$ cat config.mk
export PLATFORM = sky130hd
export DESIGN_NAME = rmii_ether_rx_flat
export DESIGN_NICKNAME = d
export VERILOG_FILES = /design/src/rtl/rmii_ether_rx_if.sv /design/src/rtl/rmii_ether_rx.sv /design/src/flat_wrapper.sv
export SDC_FILE = /design/constraint.sdc
export NUM_CORES = 1
export LEC_CHECK = 0
export ABC_AREA = 0
export CAP_MARGIN = 20
export CORE_ASPECT_RATIO = 1.2
export CORE_MARGIN = 1
export CORE_UTILIZATION = 53
export CTS_CLUSTER_SIZE = 12
export DETAILED_ROUTE_END_ITERATION = 10
export HOLD_SLACK_MARGIN = 0.06
export PLACE_DENSITY = 0.81
export SLEW_MARGIN = 20
export SYNTH_ARGS = -nofsm -noshare
export SYNTH_HDL_FRONTEND = slang
export SYNTH_SLANG_ARGS = --single-unit
$ cat constraint.sdc
create_clock -name clk -period 1.9 [get_ports clk]
set_input_delay 0.57 -clock clk [delete_from_list [all_inputs] [get_ports clk]]
set_output_delay 0.57 -clock clk [all_outputs]
set_load 0.05 [all_outputs]
$ cat src/rtl/rmii_ether_rx_if.sv
// RMII receive bundle: raw carrier/dibit inputs plus the framed dibit stream
// and the per-frame status pulses.
interface rmii_ether_rx_if;
    logic       crsdv;
    logic [1:0] rxd;
    logic [1:0] axiod;
    logic       axiov;
    logic       frame_err;
    logic       frame_done;

    modport slave (
        input  crsdv,
        input  rxd,
        output axiod,
        output axiov,
        output frame_err,
        output frame_done
    );

    modport master (
        output crsdv,
        output rxd,
        input  axiod,
        input  axiov,
        input  frame_err,
        input  frame_done
    );
endinterface

$ cat src/rtl/rmii_ether_rx.sv
// RMII receive framer: strips preamble/SFD, forwards the frame body as a
// dibit stream, and flags bad preambles, lost carrier and jabber.
module rmii_ether_rx #(
    parameter int unsigned MIN_PRE    = 16,
    parameter int unsigned MAX_DIBITS = 6100
) (
    input  logic           clk,
    input  logic           rst_n,
    rmii_ether_rx_if.slave bus
);

    localparam logic [1:0] IDLE = 2'd0;
    localparam logic [1:0] PRE  = 2'd1;
    localparam logic [1:0] DATA = 2'd2;
    localparam logic [1:0] DROP = 2'd3;

    localparam logic [4:0]  PRE_MIN = 5'(MIN_PRE);
    localparam logic [12:0] DIB_MAX = 13'(MAX_DIBITS);
    localparam logic [4:0]  PRE_SAT = 5'd31;

    logic [1:0]  state, state_nx;
    logic [4:0]  pre_cnt, pre_cnt_nx;
    logic [12:0] dib_cnt, dib_cnt_nx;
    logic        armed, armed_nx;

    logic        crsdv_q;
    logic [1:0]  rxd_q;
    logic        q_valid;

    logic        fwd;
    logic        err_nx;
    logic        done_nx;

    // Input capture stage; q_valid marks that crsdv_q holds a real sample
    // rather than its reset value.
    always_ff @(posedge clk or negedge rst_n) begin
        if (!rst_n) begin
            crsdv_q <= 1'b0;
            rxd_q   <= '0;
            q_valid <= 1'b0;
        end else begin
            crsdv_q <= bus.crsdv;
            rxd_q   <= bus.rxd;
            q_valid <= 1'b1;
        end
    end

    // armed stays low after reset until a carrier-off sample is seen, so a
    // frame already in flight at reset release is discarded like DROP.
    always_comb begin
        state_nx   = state;
        pre_cnt_nx = pre_cnt;
        dib_cnt_nx = dib_cnt;
        armed_nx   = armed;
        fwd        = 1'b0;
        err_nx     = 1'b0;
        done_nx    = 1'b0;
        if (q_valid) begin
            if (!crsdv_q) begin
                armed_nx = 1'b1;
            end
            case (state)
                IDLE: begin
                    if (crsdv_q) begin
                        if (!armed) begin
                            state_nx = DROP;
                        end else if (rxd_q == 2'b01) begin
                            state_nx   = PRE;
                            pre_cnt_nx = 5'd1;
                        end else if (rxd_q[1]) begin
                            state_nx = DROP;
                        end
                    end
                end
                PRE: begin
                    if (!crsdv_q) begin
                        state_nx = IDLE;
                        err_nx   = 1'b1;
                    end else begin
                        case (rxd_q)
                            2'b01: begin
                                if (pre_cnt != PRE_SAT) begin
                                    pre_cnt_nx = pre_cnt + 5'd1;
                                end
                            end
                            2'b11: begin
                                if (pre_cnt >= PRE_MIN) begin
                                    state_nx   = DATA;
                                    dib_cnt_nx = '0;
                                end else begin
                                    state_nx = DROP;
                                    err_nx   = 1'b1;
                                end
                            end
                            default: begin
                                state_nx = DROP;
                                err_nx   = 1'b1;
                            end
                        endcase
                    end
                end
                DATA: begin
                    if (!crsdv_q) begin
                        state_nx = IDLE;
                        done_nx  = 1'b1;
                    end else if (dib_cnt < DIB_MAX) begin
                        fwd        = 1'b1;
                        dib_cnt_nx = dib_cnt + 13'd1;
                    end else begin
                        state_nx = DROP;
                        err_nx   = 1'b1;
                    end
                end
                default: begin
                    if (!crsdv_q) begin
                        state_nx = IDLE;
                    end
                end
            endcase
        end
    end

    always_ff @(posedge clk or negedge rst_n) begin
        if (!rst_n) begin
            state   <= IDLE;
            pre_cnt <= '0;
            dib_cnt <= '0;
            armed   <= 1'b0;
        end else begin
            state   <= state_nx;
            pre_cnt <= pre_cnt_nx;
            dib_cnt <= dib_cnt_nx;
            armed   <= armed_nx;
        end
    end

    always_ff @(posedge clk or negedge rst_n) begin
        if (!rst_n) begin
            bus.axiov      <= 1'b0;
            bus.axiod      <= '0;
            bus.frame_err  <= 1'b0;
            bus.frame_done <= 1'b0;
        end else begin
            bus.axiov      <= fwd;
            bus.axiod      <= fwd ? rxd_q : 2'b00;
            bus.frame_err  <= err_nx;
            bus.frame_done <= done_nx;
        end
    end

endmodule
$ cat src/flat_wrapper.sv
// flat-port wrapper written by rule: the top's interface ports become plain ports
module rmii_ether_rx_flat 
#(
    parameter int unsigned MIN_PRE    = 16,
    parameter int unsigned MAX_DIBITS = 6100
)
  (clk, rst_n, bus_crsdv, bus_rxd, bus_axiod, bus_axiov, bus_frame_err, bus_frame_done);
  rmii_ether_rx_if bus_i ();
  input  logic clk;
  input  logic rst_n;
  input wire logic [$bits(bus_i.crsdv)-1:0] bus_crsdv;
  input wire logic [$bits(bus_i.rxd)-1:0] bus_rxd;
  output wire logic [$bits(bus_i.axiod)-1:0] bus_axiod;
  output wire logic [$bits(bus_i.axiov)-1:0] bus_axiov;
  output wire logic [$bits(bus_i.frame_err)-1:0] bus_frame_err;
  output wire logic [$bits(bus_i.frame_done)-1:0] bus_frame_done;
  assign bus_i.crsdv = bus_crsdv;
  assign bus_i.rxd = bus_rxd;
  assign bus_axiod = bus_i.axiod;
  assign bus_axiov = bus_i.axiov;
  assign bus_frame_err = bus_i.frame_err;
  assign bus_frame_done = bus_i.frame_done;
  rmii_ether_rx #(.MIN_PRE(MIN_PRE), .MAX_DIBITS(MAX_DIBITS)) u_core (.clk(clk), .rst_n(rst_n), .bus(bus_i));
endmodule
==> results.py <==
metrics = {
    "worst_setup_path": {
        "cp.required_ns": 2.14,
        "end_kind": "flop",
        "rr_worst_depth": 7,
        "startpoint_type": "flop",
        "rr_endpoint": "u_core.dib_cnt[4]",
        "crit_end": "u_core.dib_cnt[4]",
        "r2r_slack_ns": 0.07,
        "crit_arrival_ns": 2.07,
        "critPathLaunch": "u_core.state[0]",
        "path_class": "flop to flop",
        "r2r-start": "u_core.state[0]",
        "path_max_fanout": 6,
    },
    "synthesis": {
        "synth_edf_count": 0,
        "synthTopCellsByCount": "dfrtp_1 (30), nand3_1 (20), nand2_1 (15)",
        "ys_types": 48,
        "synthTopCellsByArea": "dfrtp_1 (45%), nand3_1 (6.0%), ha_1 (5.2%)",
        "synth_top_area_cell": "dfrtp_1",
        "ys_warn_count": 0,
        "syn_area_um2": 1670,
        "avgSynthCellArea_um2": 9.91,
        "yosysMostFrequentCell": "dfrtp_1",
        "yosysTopAreaCellShare_pct": 44.8,
        "synthArstFlopShare_pct": 100,
        "synth_nets": 181,
        "synth-main-ff-cell": "dfrtp_1",
        "ys_ff_latch": 30,
        "ys_seq_area_share_pct": 44.8,
        "syn_inst": 169,
    },
    "clock_tree": {
        "clk_pin_slew_worst_paths_ns": 0.09,
        "numClockSinks": 30,
        "h-tree-depth": 2,
        "root_buffer": "clkbuf_4",
        "postCtsHoldBufs": 0,
        "cts_made_buffers": 5,
        "tritoncts": "built",
        "clock_path_buffers": 2,
        "clk_latency_ns": 0.33,
    },
    "timing": {
        "fin_ws_ns": 0.0715,
        "max_freq_ghz": 0.547,
        "rsz0062_at_grt": "true",
        "hold-worst-slack_ns": 0.541,
        "final_hold_viol_count": 0,
        "period_needed_ns": 1.83,
        "setup_viol": 0,
        "skew_ns": 0.00903,
        "finalCritPeriodShare_pct": 96.2,
        "maxSlewViolCount": 0,
    },
    "power_and_ir_drop": {
        "pwr-share-comb_pct": 39.7,
        "powerDensity_nw_per_um2": 980,
        "p_leak_nw": 0.854,
        "clkPwrFrac_pct": 18.0,
        "ir_drop_mv": 0.704,
        "p_total_mw": 1.91,
        "p_switching_mw": 0.706,
        "seq_power_share_pct": 42.3,
        "p_sw_share_pct": 37.0,
        "power.internal_mw": 1.20,
    },
    "route": {
        "drc_errors": 0,
        "routed_wl_um": 3470,
        "ant_nets": 0,
        "detailedRoute.firstPassIterationCount": 4,
        "vias_per_cell": 6.20,
        "drtIter0Drc": 62,
        "wl_per_cell_um": 15.1,
        "vias": 1427,
    },
    "cells_and_area": {
        "n_antenna_cell": 0,
        "multiInputGateArea_um2": 892,
        "syn_to_final_growth_pct": 16.4,
        "fillCellCount": 255,
        "postLayoutCoreUtil_pct": 64.3,
        "num-nets-final": 206,
        "seqCellArea_um2": 751,
        "drive_above_1_share_pct": 22.2,
    },
    "floorplanning": {
        "die_w_um": 53.3,
        "core_area_um2": 3030,
        "start_util_pct": 55.3,
        "num_rows": 22,
        "num_io_pins": 10,
        "dieArea_um2": 3390,
        "fp.dieH_um": 63.6,
    },
    "grt": {
        "grt_pass1_wl_um": 6020,
        "grt_pass1_vias": 1382,
        "grt_usage_pct": 24.3,
        "grt-busiest-layer": "met2",
        "met1_usage_pct": 30.2,
        "grt_max_degree": 31,
        "antenna_found_initial": 0,
        "grt_overflow_total": 0,
        "use_met3_pct": 7.00,
        "met2_usage_pct": 37.7,
    },
    "placement": {
        "dp_slack_ns": 0.0235,
        "place.gp.congestion": 0.866,
        "dp_hpwl_um": 2460,
        "io_buffers": 9,
    },
    "run": {
        "drv_cap": 0,
    },
    "worst_hold_path": {
        "hold_path.class": "flop to flop",
    },
    "run_status": {
        "status": "finished, final reports clean",
    },
}
## metrics by stage
step	area [µm²]	instances	TNS [ns]
4_1_cts	1900	227	0
2_1_floorplan	1670	169	0
3_5_place_dp	1850	220	0
5_1_grt	1950	230	-0.0654
3_3_place_gp	1850	220	0
6_report	1950	230	0
## worst min path at each step
stage               slack (ns)  cells after the start            to          from
floorplan                 0.27                      0  u_core.armed         rst_n
global placement          0.50                      1  u_core.armed  u_core.armed
detailed placement        0.52                      1  u_core.armed  u_core.armed
CTS                       0.54                      1  u_core.armed  u_core.armed
global route              0.57                      1  u_core.armed  u_core.armed
finish                    0.54                      1  u_core.armed  u_core.armed
## power by group through the flow
stage                     combinational, mW  clock (mW)  sequential [mW]
after floorplan                       0.448           0            0.838
after global placement                0.658           0            0.800
after detailed placement              0.682           0            0.810
after CTS                             0.694       0.358            0.799
after global routing                  0.848       0.385            0.815
final                                 0.758       0.343            0.807
## what timing repair did
action,4_1_cts,5_1_grt
setup endpoints to repair,2,18
buffers inserted,0,3
pin swaps,0,1
gates resized for setup,1,6
## flip-flops by register name, summed over array words and instances, names as in the netlist
register	flops
u_core.state	2
u_core.bus.frame_done	1
u_core.armed	1
u_core.bus.axiov	1
u_core.dib_cnt	13
u_core.bus.axiod	2
u_core.pre_cnt	5
u_core.q_valid	1
u_core.rxd_q	2
u_core.bus.frame_err	1
u_core.crsdv_q	1
## final cells by class
type | count | share of cell area, %
Clock buffer | 5 | 1.93
Clock inverter | 2 | 0.514
Inverter | 8 | 1.54
Multi-Input combinational cell | 126 | 45.8
Sequential cell | 30 | 38.5
Tap cell | 36 | 2.31
Timing Repair Buffer | 23 | 9.38
## critical path: stages (launching register included)
cell      delay (ns)
dfrtp_1         0.45
inv_1           0.12
ha_2            0.23
nand3_2         0.12
a21o_1          0.24
nand3b_1        0.18
buf_4           0.17
o31ai_1         0.24
## cells in the final DEF, fill, tap and decap left out, types with 4 or more instances in the layout
master,Yosys,layout
and3_1,5,5
buf_4,2,19
clkbuf_4,0,5
clkdlybuf4s50_1,0,4
dfrtp_1,30,30
ha_1,7,5
inv_1,8,8
nand2_1,15,15
nand3_1,20,19
nor2_1,5,5
nor3_1,5,4
o21ai_0,11,10
## routing by layer
layer / wire length, µm / up-vias
met5: 0 / -
met4: 65 / 0
met3: 135 / 6
met2: 1850 / 32
met1: 1420 / 715
li1: - / 674
## cell families (layout without fill, tap and decap cells)
kind of cell / Yosys count / count (layout) / share of synthesized area, %
flops: 30 / 30 / 44.8
compound gates: 39 / 39 / 18.2
buf+inv: 13 / 38 / 3.44
other cells: 1 / 1 / 0.224
xor+xnor: 3 / 3 / 1.57
mux: 3 / 3 / 2.39
fa+ha+maj: 7 / 7 / 5.23
simple gates: 73 / 73 / 24.1
(Power assumes the default switching activity.)
